==> src/rtl/mem_arbiter_pkg.sv <==
// Shared definitions for the memory arbiter: FSM states, owner codes and
// the data word returned to a requester when its memory access times out.
package mem_arbiter_pkg;

    typedef enum logic [1:0] {
        IDLE = 2'd0,
        REQ  = 2'd1,
        WAIT = 2'd2,
        RESP = 2'd3
    } state_t;

    localparam logic OWNER_IFU = 1'b0;
    localparam logic OWNER_LSU = 1'b1;

    localparam logic [31:0] ERR_RDATA = 32'hDEAD_BEEF;

endpackage

==> src/rtl/mem_arbiter.sv <==
// Two-requester (IFU/LSU) arbiter onto a single memory channel, one
// transaction in flight, LSU priority, with a response timeout.
module mem_arbiter
    import mem_arbiter_pkg::*;
#(
    parameter int ADDR_W  = 32,
    parameter int DATA_W  = 32,
    parameter int TIMEOUT = 255
) (
    input  logic                clock,
    input  logic                reset,
    input  logic                ifu_reqValid,
    input  logic [ADDR_W-1:0]   ifu_addr,
    output logic                ifu_respValid,
    output logic [DATA_W-1:0]   ifu_rdata,
    input  logic                lsu_reqValid,
    input  logic                lsu_wen,
    input  logic [ADDR_W-1:0]   lsu_addr,
    input  logic [DATA_W-1:0]   lsu_wdata,
    input  logic [DATA_W/8-1:0] lsu_wmask,
    output logic                lsu_respValid,
    output logic [DATA_W-1:0]   lsu_rdata,
    output logic                mem_reqValid,
    input  logic                mem_reqReady,
    output logic                mem_wen,
    output logic [ADDR_W-1:0]   mem_addr,
    output logic [DATA_W-1:0]   mem_wdata,
    output logic [DATA_W/8-1:0] mem_wmask,
    input  logic                mem_respValid,
    input  logic [DATA_W-1:0]   mem_rdata,
    output logic                bus_err,
    output logic [1:0]          dbg_state
);

    localparam int CNT_W = $clog2(TIMEOUT + 1);
    localparam logic [DATA_W-1:0] ERR_WORD = DATA_W'(ERR_RDATA);

    // Request channel: a transfer happens on every rising edge where
    // mem_reqValid && mem_reqReady; once raised, mem_reqValid and all mem_*
    // fields hold steady until that edge. Responses need no ready.

    state_t             state_q, state_d;
    logic [CNT_W-1:0]   cnt_q;
    logic               owner_q;
    logic               grant_ifu, grant_lsu, handshake, resp_hit, timed_out;
    logic [DATA_W-1:0]  resp_word;

    assign dbg_state = state_q;

    always_comb begin
        state_d   = state_q;
        grant_ifu = 1'b0;
        grant_lsu = 1'b0;
        handshake = 1'b0;
        resp_hit  = 1'b0;
        timed_out = 1'b0;
        case (state_q)
            IDLE: begin
                if (lsu_reqValid) begin
                    grant_lsu = 1'b1;
                    state_d   = REQ;
                end else if (ifu_reqValid) begin
                    grant_ifu = 1'b1;
                    state_d   = REQ;
                end
            end
            REQ: begin
                if (mem_reqValid && mem_reqReady) begin
                    handshake = 1'b1;
                    state_d   = WAIT;
                end
            end
            WAIT: begin
                // cnt_q counts completed empty WAIT cycles; this one is the TIMEOUT-th
                if (mem_respValid) begin
                    resp_hit = 1'b1;
                    state_d  = RESP;
                end else if (cnt_q == CNT_W'(TIMEOUT - 1)) begin
                    timed_out = 1'b1;
                    state_d   = RESP;
                end
            end
            RESP:    state_d = IDLE;
            default: state_d = IDLE;
        endcase
        resp_word = resp_hit ? mem_rdata : ERR_WORD;
    end

    always_ff @(posedge clock or posedge reset) begin
        if (reset) state_q <= IDLE;
        else       state_q <= state_d;
    end

    always_ff @(posedge clock or posedge reset) begin
        if (reset) begin
            cnt_q         <= '0;
            owner_q       <= OWNER_IFU;
            mem_reqValid  <= 1'b0;
            mem_wen       <= 1'b0;
            mem_addr      <= '0;
            mem_wdata     <= '0;
            mem_wmask     <= '0;
            ifu_respValid <= 1'b0;
            lsu_respValid <= 1'b0;
            ifu_rdata     <= '0;
            lsu_rdata     <= '0;
            bus_err       <= 1'b0;
        end else begin
            ifu_respValid <= 1'b0;
            lsu_respValid <= 1'b0;
            bus_err       <= timed_out;

            if (grant_lsu) begin
                owner_q      <= OWNER_LSU;
                mem_addr     <= lsu_addr;
                mem_wen      <= lsu_wen;
                mem_wdata    <= lsu_wdata;
                mem_wmask    <= lsu_wmask;
                mem_reqValid <= 1'b1;
            end else if (grant_ifu) begin
                owner_q      <= OWNER_IFU;
                mem_addr     <= ifu_addr;
                mem_wen      <= 1'b0;
                mem_wdata    <= '0;
                mem_wmask    <= '0;
                mem_reqValid <= 1'b1;
            end

            if (handshake) begin
                mem_reqValid <= 1'b0;
                cnt_q        <= '0;
            end else if (state_q == WAIT && !mem_respValid) begin
                cnt_q <= cnt_q + 1'b1;
            end

            if (resp_hit || timed_out) begin
                if (owner_q == OWNER_LSU) begin
                    lsu_rdata     <= resp_word;
                    lsu_respValid <= 1'b1;
                end else begin
                    ifu_rdata     <= resp_word;
                    ifu_respValid <= 1'b1;
                end
            end
        end
    end

endmodule

==> config.mk <==
export PLATFORM = sky130hd
export DESIGN_NAME = mem_arbiter
export DESIGN_NICKNAME = d
export VERILOG_FILES = /design/src/rtl/mem_arbiter_pkg.sv /design/src/rtl/mem_arbiter.sv
export SDC_FILE = /design/constraint.sdc
export NUM_CORES = 1
export LEC_CHECK = 0
export ABC_CLOCK_PERIOD_IN_PS = 11400
export CAP_MARGIN = 20
export CORE_AREA = 2 2 107 109
export CTS_BUF_LIST = sky130_fd_sc_hd__clkbuf_8 sky130_fd_sc_hd__clkbuf_16
export CTS_CLUSTER_SIZE = 28
export DETAILED_ROUTE_END_ITERATION = 7
export DIE_AREA = 0 0 109 111
export DONT_BUFFER_PORTS = 1
export PLACE_DENSITY = 0.68
export SKIP_LAST_GASP = 1
export SYNTH_ARGS = -nofsm -noshare
export SYNTH_HDL_FRONTEND = slang
export SYNTH_SLANG_ARGS = --single-unit
==> constraint.sdc <==
create_clock -name clock -period 11.4 [get_ports clock]
set_input_delay 0.57 -clock clock [delete_from_list [all_inputs] [get_ports clock]]
set_output_delay 0.57 -clock clock [all_outputs]
set_load 0.01 [all_outputs]
==> After elaboration in Yosys (flattened, before gate mapping) <==
Cells that the tools add are included.
{ "classes": {"n_reduce_logical": 11, "n_lt_le_gt_ge": 0, "eq_ne": 7, "shift": 0, "n_bitwise": 1, "div_mod_pow": 0, "mux": 37, "multipliers": 0, "addsub": 1} }
{ "ops": {"columns": ["operator", "count"], "rows": [
  ["32-bit two-way mux", 5],
  ["1-bit two-way mux", 22],
  ["8-bit two-way mux", 2],
  ["2-bit two-way mux", 5],
  ["8-bit by 1-bit adder with 8-bit output, second input constant", 1],
  ["8-bit equality test, second input constant", 1],
  ["4-bit two-way mux", 2],
  ["2-bit case mux with 4 select lines", 1],
  ["3-bit inequality test, second input constant", 2],
  ["2-bit equality test, second input constant", 2],
  ["2-bit AND reduction", 2],
  ["2-bit nonzero test", 2],
  ["3-bit AND reduction", 1],
  ["3-bit nonzero test", 1],
  ["2-bit by 1-bit equality test with 1-bit output, second input constant", 1],
  ["1-bit logical AND", 2],
  ["2-bit logical NOT", 1],
  ["2-bit inequality test, second input constant", 1],
  ["1-bit logical NOT", 1],
  ["1-bit logical OR", 1],
  ["1-bit inverter", 1]
]} }
{ "word_totals": {"latchBits": 0, "out_inout_bits": 139, "inputBits": 139, "n_memories": 0, "word_cells": 70, "romBits": 0, "register_bits": 148, "ramBits": 0} }

==> Longest topological paths before layout <==
{ "depth": {"word_depth": 6, "depth_mapped": 8, "mapped_depth_nobuf": 6} }

==> Worst setup path after synthesis <==
No wires, ideal clock.
{ "synth_path": {"kind": "register to register", "start": "reg state_q[0], in the netlist dbg_state[0]", "end": "reg state_q[1], in the netlist dbg_state[1]", "required_time_ns": 11.272, "slack_ns": 9.631, "synth_period_minus_slack_ns": 1.769, "t_arrival_ns": 1.642, "stages_incl_launch_ff": 7, "setup_time_ns": 0.128, "path_buffers": 1, "cell_sequence": "dfrtp_1 > inv_1 > ha_1 > buf_4 > and2b_1 > a221oi_2 > mux2_1"} }
{ "synth_via": {"elab_chain_len": 3, "elab_cells_between_ends": 9, "classes_between": "eq/ne: 6; mux: 1; reduce/logical: 2"} }
{ "synth_lines": {"columns": ["item", "line", "text"], "rows": [
  ["from (decl)", "mem_arbiter.sv:42", "state_t state_q, state_d;"],
  ["from (signal assigned)", "mem_arbiter.sv:91", "else state_q <= state_d;"],
  ["2-bit equality test (tied with other cells)", "mem_arbiter.sv:57", "case (state_q)"],
  ["3-bit inequality test (no line) / 2-bit inequality test (equally long branches)", null, null],
  ["3-bit AND reduction (no line)", null, null]
]} }
Parallel ways exist; a longest one is shown, timed or not.
A chain may end at the register's enable or synchronous reset.

==> Worst setup path in the final report <==
{ "layout_path": {"start": "reg state_q[0], in the netlist dbg_state[0]", "end": "reg lsu_rdata[2]"} }
{ "layout_via": {"elab_chain_len": 4, "elab_cells_between_ends": 6, "classes_between": "eq/ne: 1; mux: 3; reduce/logical: 2"} }
{ "layout_lines": {"columns": ["item", "line", "text"], "rows": [
  ["2-bit equality test *", "mem_arbiter.sv:57", null],
  ["1-bit two-way mux", "mem_arbiter.sv:57", null],
  ["1-bit logical OR", "mem_arbiter.sv:136", "if (resp_hit || timed_out) begin"],
  ["2-bit AND reduction (no line)", null, null],
  ["to (signal assigned)", "mem_arbiter.sv:138", "lsu_rdata <= resp_word;"],
  ["to (decl)", "mem_arbiter.sv:22", "output logic [DATA_W-1:0] lsu_rdata,"]
]} }
Mark *: on every way between the ends. The rest lies on a longest branch, timed or not.

==> metrics.txt <==
routed len/inst=24.2 um; adder-cell area share of the yosys netlist=1.08%; final hold vios=0; crit path launch type=register; Netlist cell types=38; crit path cell chain=inv_1 -> ha_1 -> nand3_1 -> o22a_1; clock latency at the later pin of the worst-skew pair=around 0.42 ns; Setup Skew=0.00935 ns; Die Span Y=111 um; Synth Area in Compound Gates=between 20% and 30%; Placer Congestion=0.787; WL met3=1420 um; PostCTS Resize Cnt=0; RSZ-0062 raised after global routing=false; fin util=58.1%; share of the synthesized area in the top cell type=63.9%; ys flop type=dfrtp_1; final instance area=0.00644 sq mm; wire length on met1=4990 um; P&R area growth vs syn=11.1%; post-synthesis simple-gate area fraction=3.48%; Setup CP Type=reg -> reg; vias in the first global route=3703; clock slew at reported path FFs=0.06 ns; H-tree depth=4; share of async-settable or async-resettable flops after synthesis=100%; Mapped Avg Cell Area=14.1 sq um; WP data required=11.70 ns; maximum vdd drop=~150 uV; DR top layer=met4; DRT iter0 DRCs=around 280; DRT Pass-1 Iters=4; max-cap violations=0; Final Setup Violations=0; count of final max-slew check failures=0; post-synthesis instance area=0.00579 sq mm; mux contribution to synthesized area=0.194%; Crit path max-delay family=simple AND/OR/NAND/NOR gates; Clock Root Buffer=clkbuf_16; Slowest Stage Delay on Critical Path=0.82 ns; CP Buf/Inv Count=1; total routing usage reported by global routing=around 22%; CP Capture Type=register; TritonCTS Sinks=about 150; Tcrit/Tclk final=21.1%; antenna viol nets, final=0; Worst path slowest cell=nand3_1; largest net degree at the start of global routing=82; register bit count reported by yosys=148; syn_nets=555; metal2 WL=6870 um; hpwl dp=9410 um; HP Class=in -> async; number of buffers added on ports=0; initial antenna violation count=0; Placed Area=about 0.0058 sq mm; Synth Instances=411; Highest Clock Rate=just over 400 MHz; first-pass GRT wire length=20300 um; crit-path max FO=24; die area=approximately 0.012 sq mm; relative max-transition margin=33.1%; min Tclk post-route=2.41 ns; xor-xnor portion of the synthesized cell area=less than 1%; CTS tree=yes; Via-to-Cell Ratio=approximately 6.6; total leakage power=2.87 nW; DIE WIDTH=109 um; Vias=3673; top post-synthesis cells by area=dfrtp_1 (64%), a22o_1 (18%), o22a_1 (7.3%); hold_buf cts=0; top-count cell post-synth=dfrtp_1; largest family of logic cells by synthesized area=compound AO/OA/AOI/OAI gates; Remaining DRCs=0; ratio of cells with drive above 1 in the final layout=10.4%; number of synthesized flops with an enable pin=0; status=complete, no violations; Yosys Warn Count=0; Post-Route WL=13500 um; Cell Pwr Density=318 mW/mm^2; CTS Buf Count=17; starting density of the core=52.3%; final net count=about 550; post-CTS setup buffer count=0; row count=39; slew at the pin with the worst max-slew slack=roughly 1 ns; CTS Buffer Depth=2; # diodes=0; CP arrival=around 2.7 ns; I/O Pins=278; Synth top cells by count=dfrtp_1 (148), a22o_1 (117), o22a_1 (48), clkbuf_1 (24), nor2_1 (10); CORE AREA=0.0111 sq mm; leading area contributor after synthesis=dfrtp_1; sequential cell area fraction in the yosys report=63.9%; grt total ovfl=0; setup TNS=0 ns
==> per-stage QoR <==
stage          power [mW]  setup slack, ns  instances  hold WS [ns]
2_1_floorplan        1.39             6.85        411         0.532
3_3_place_gp         1.49             9.14        523         0.537
3_5_place_dp         1.52             8.99        523         0.540
4_1_cts              2.07             8.98        555        0.0939
5_1_grt              2.16             8.85        557         0.120
6_report             2.05             8.99        557        0.0715
==> cell type report <==
class | count | area (sq um)
tap | 143 | 179
fill | 889 | 4640
clock inverter | 14 | 140
clock buffer | 18 | 439
timing repair buffer | 6 | 72.6
sequential | 148 | 3700
inverter | 7 | 41.3
multi-input combinational | 221 | 1860
==> cell usage in the layout, fill, tap and decap left out, drive strengths merged, types with 2 or more instances in the layout <==
cell type  count
a21oi          4
xor2           3
o21ai          3
inv           13
nor2          10
dfrtp        148
o22a          48
a22o         117
or3            2
nand4          4
xnor2          2
clkinv         5
buf            6
nand2          3
bufinv         2
ha             5
and3           2
nand3          3
clkbuf        18
==> state kept, by name, indices dropped and copies added, names as in the netlist, 2 cells and up <==
name,cells
cnt_q,8
mem_wdata,32
dbg_state,2
mem_addr,32
ifu_rdata,32
mem_wmask,4
lsu_rdata,32
==> worst register-to-register path, cell delays in order, from the launching register on <==
cell	delay, ns
dfrtp_1	0.46
inv_1	0.12
ha_1	0.43
nand3_1	0.82
o22a_1	0.45
==> layer usage <==
layer,up-vias,global-route usage (%)
met3,14,8.17
li1,1574,-
met4,0,7.95
met1,1892,25.9
met5,-,0
met2,193,37.0
==> power breakdown <==
| group | total [mW] | switching, mW | internal (mW) |
|---|---|---|---|
| sequential | 1.06 | 0.297 | 0.759 |
| clock | 0.545 | 0.218 | 0.327 |
| combinational | 0.449 | 0.204 | 0.245 |
| total | 2.05 | 0.719 | 1.33 |
==> cell families after synthesis <==
family                   Yosys count
AO/OA/AOI/OAI                    177
XOR/XNOR                           5
adder cells (fa/ha/maj)            5
buffers and inverters             42
flip-flops                       148
multiplexers                       1
AND/OR/NAND/NOR                   33
==> final timing paths <==
check | startpoint | end | slack, ns | cells past startpoint
worst min register to register | lsu_rdata[10]$_DFFE_PP0P_ | lsu_rdata[10]$_DFFE_PP0P_ | 0.57 | 1
min in group clock | mem_rdata[0] | ifu_rdata[0]$_DFFE_PP0P_ | 0.27 | 1
worst min-delay path | reset | mem_wdata[18]$_DFFE_PP0P_ | 0.07 | 1
worst max register to register | dbg_state[0]$_DFFE_PP0P_ | lsu_rdata[2]$_DFFE_PP0P_ | 8.99 | 4
worst max-delay path | dbg_state[0]$_DFFE_PP0P_ | lsu_rdata[2]$_DFFE_PP0P_ | 8.99 | 4
max in group asynchronous | reset | lsu_rdata[8]$_DFFE_PP0P_ | 10.28 | 3
(Power assumes the default switching activity.)
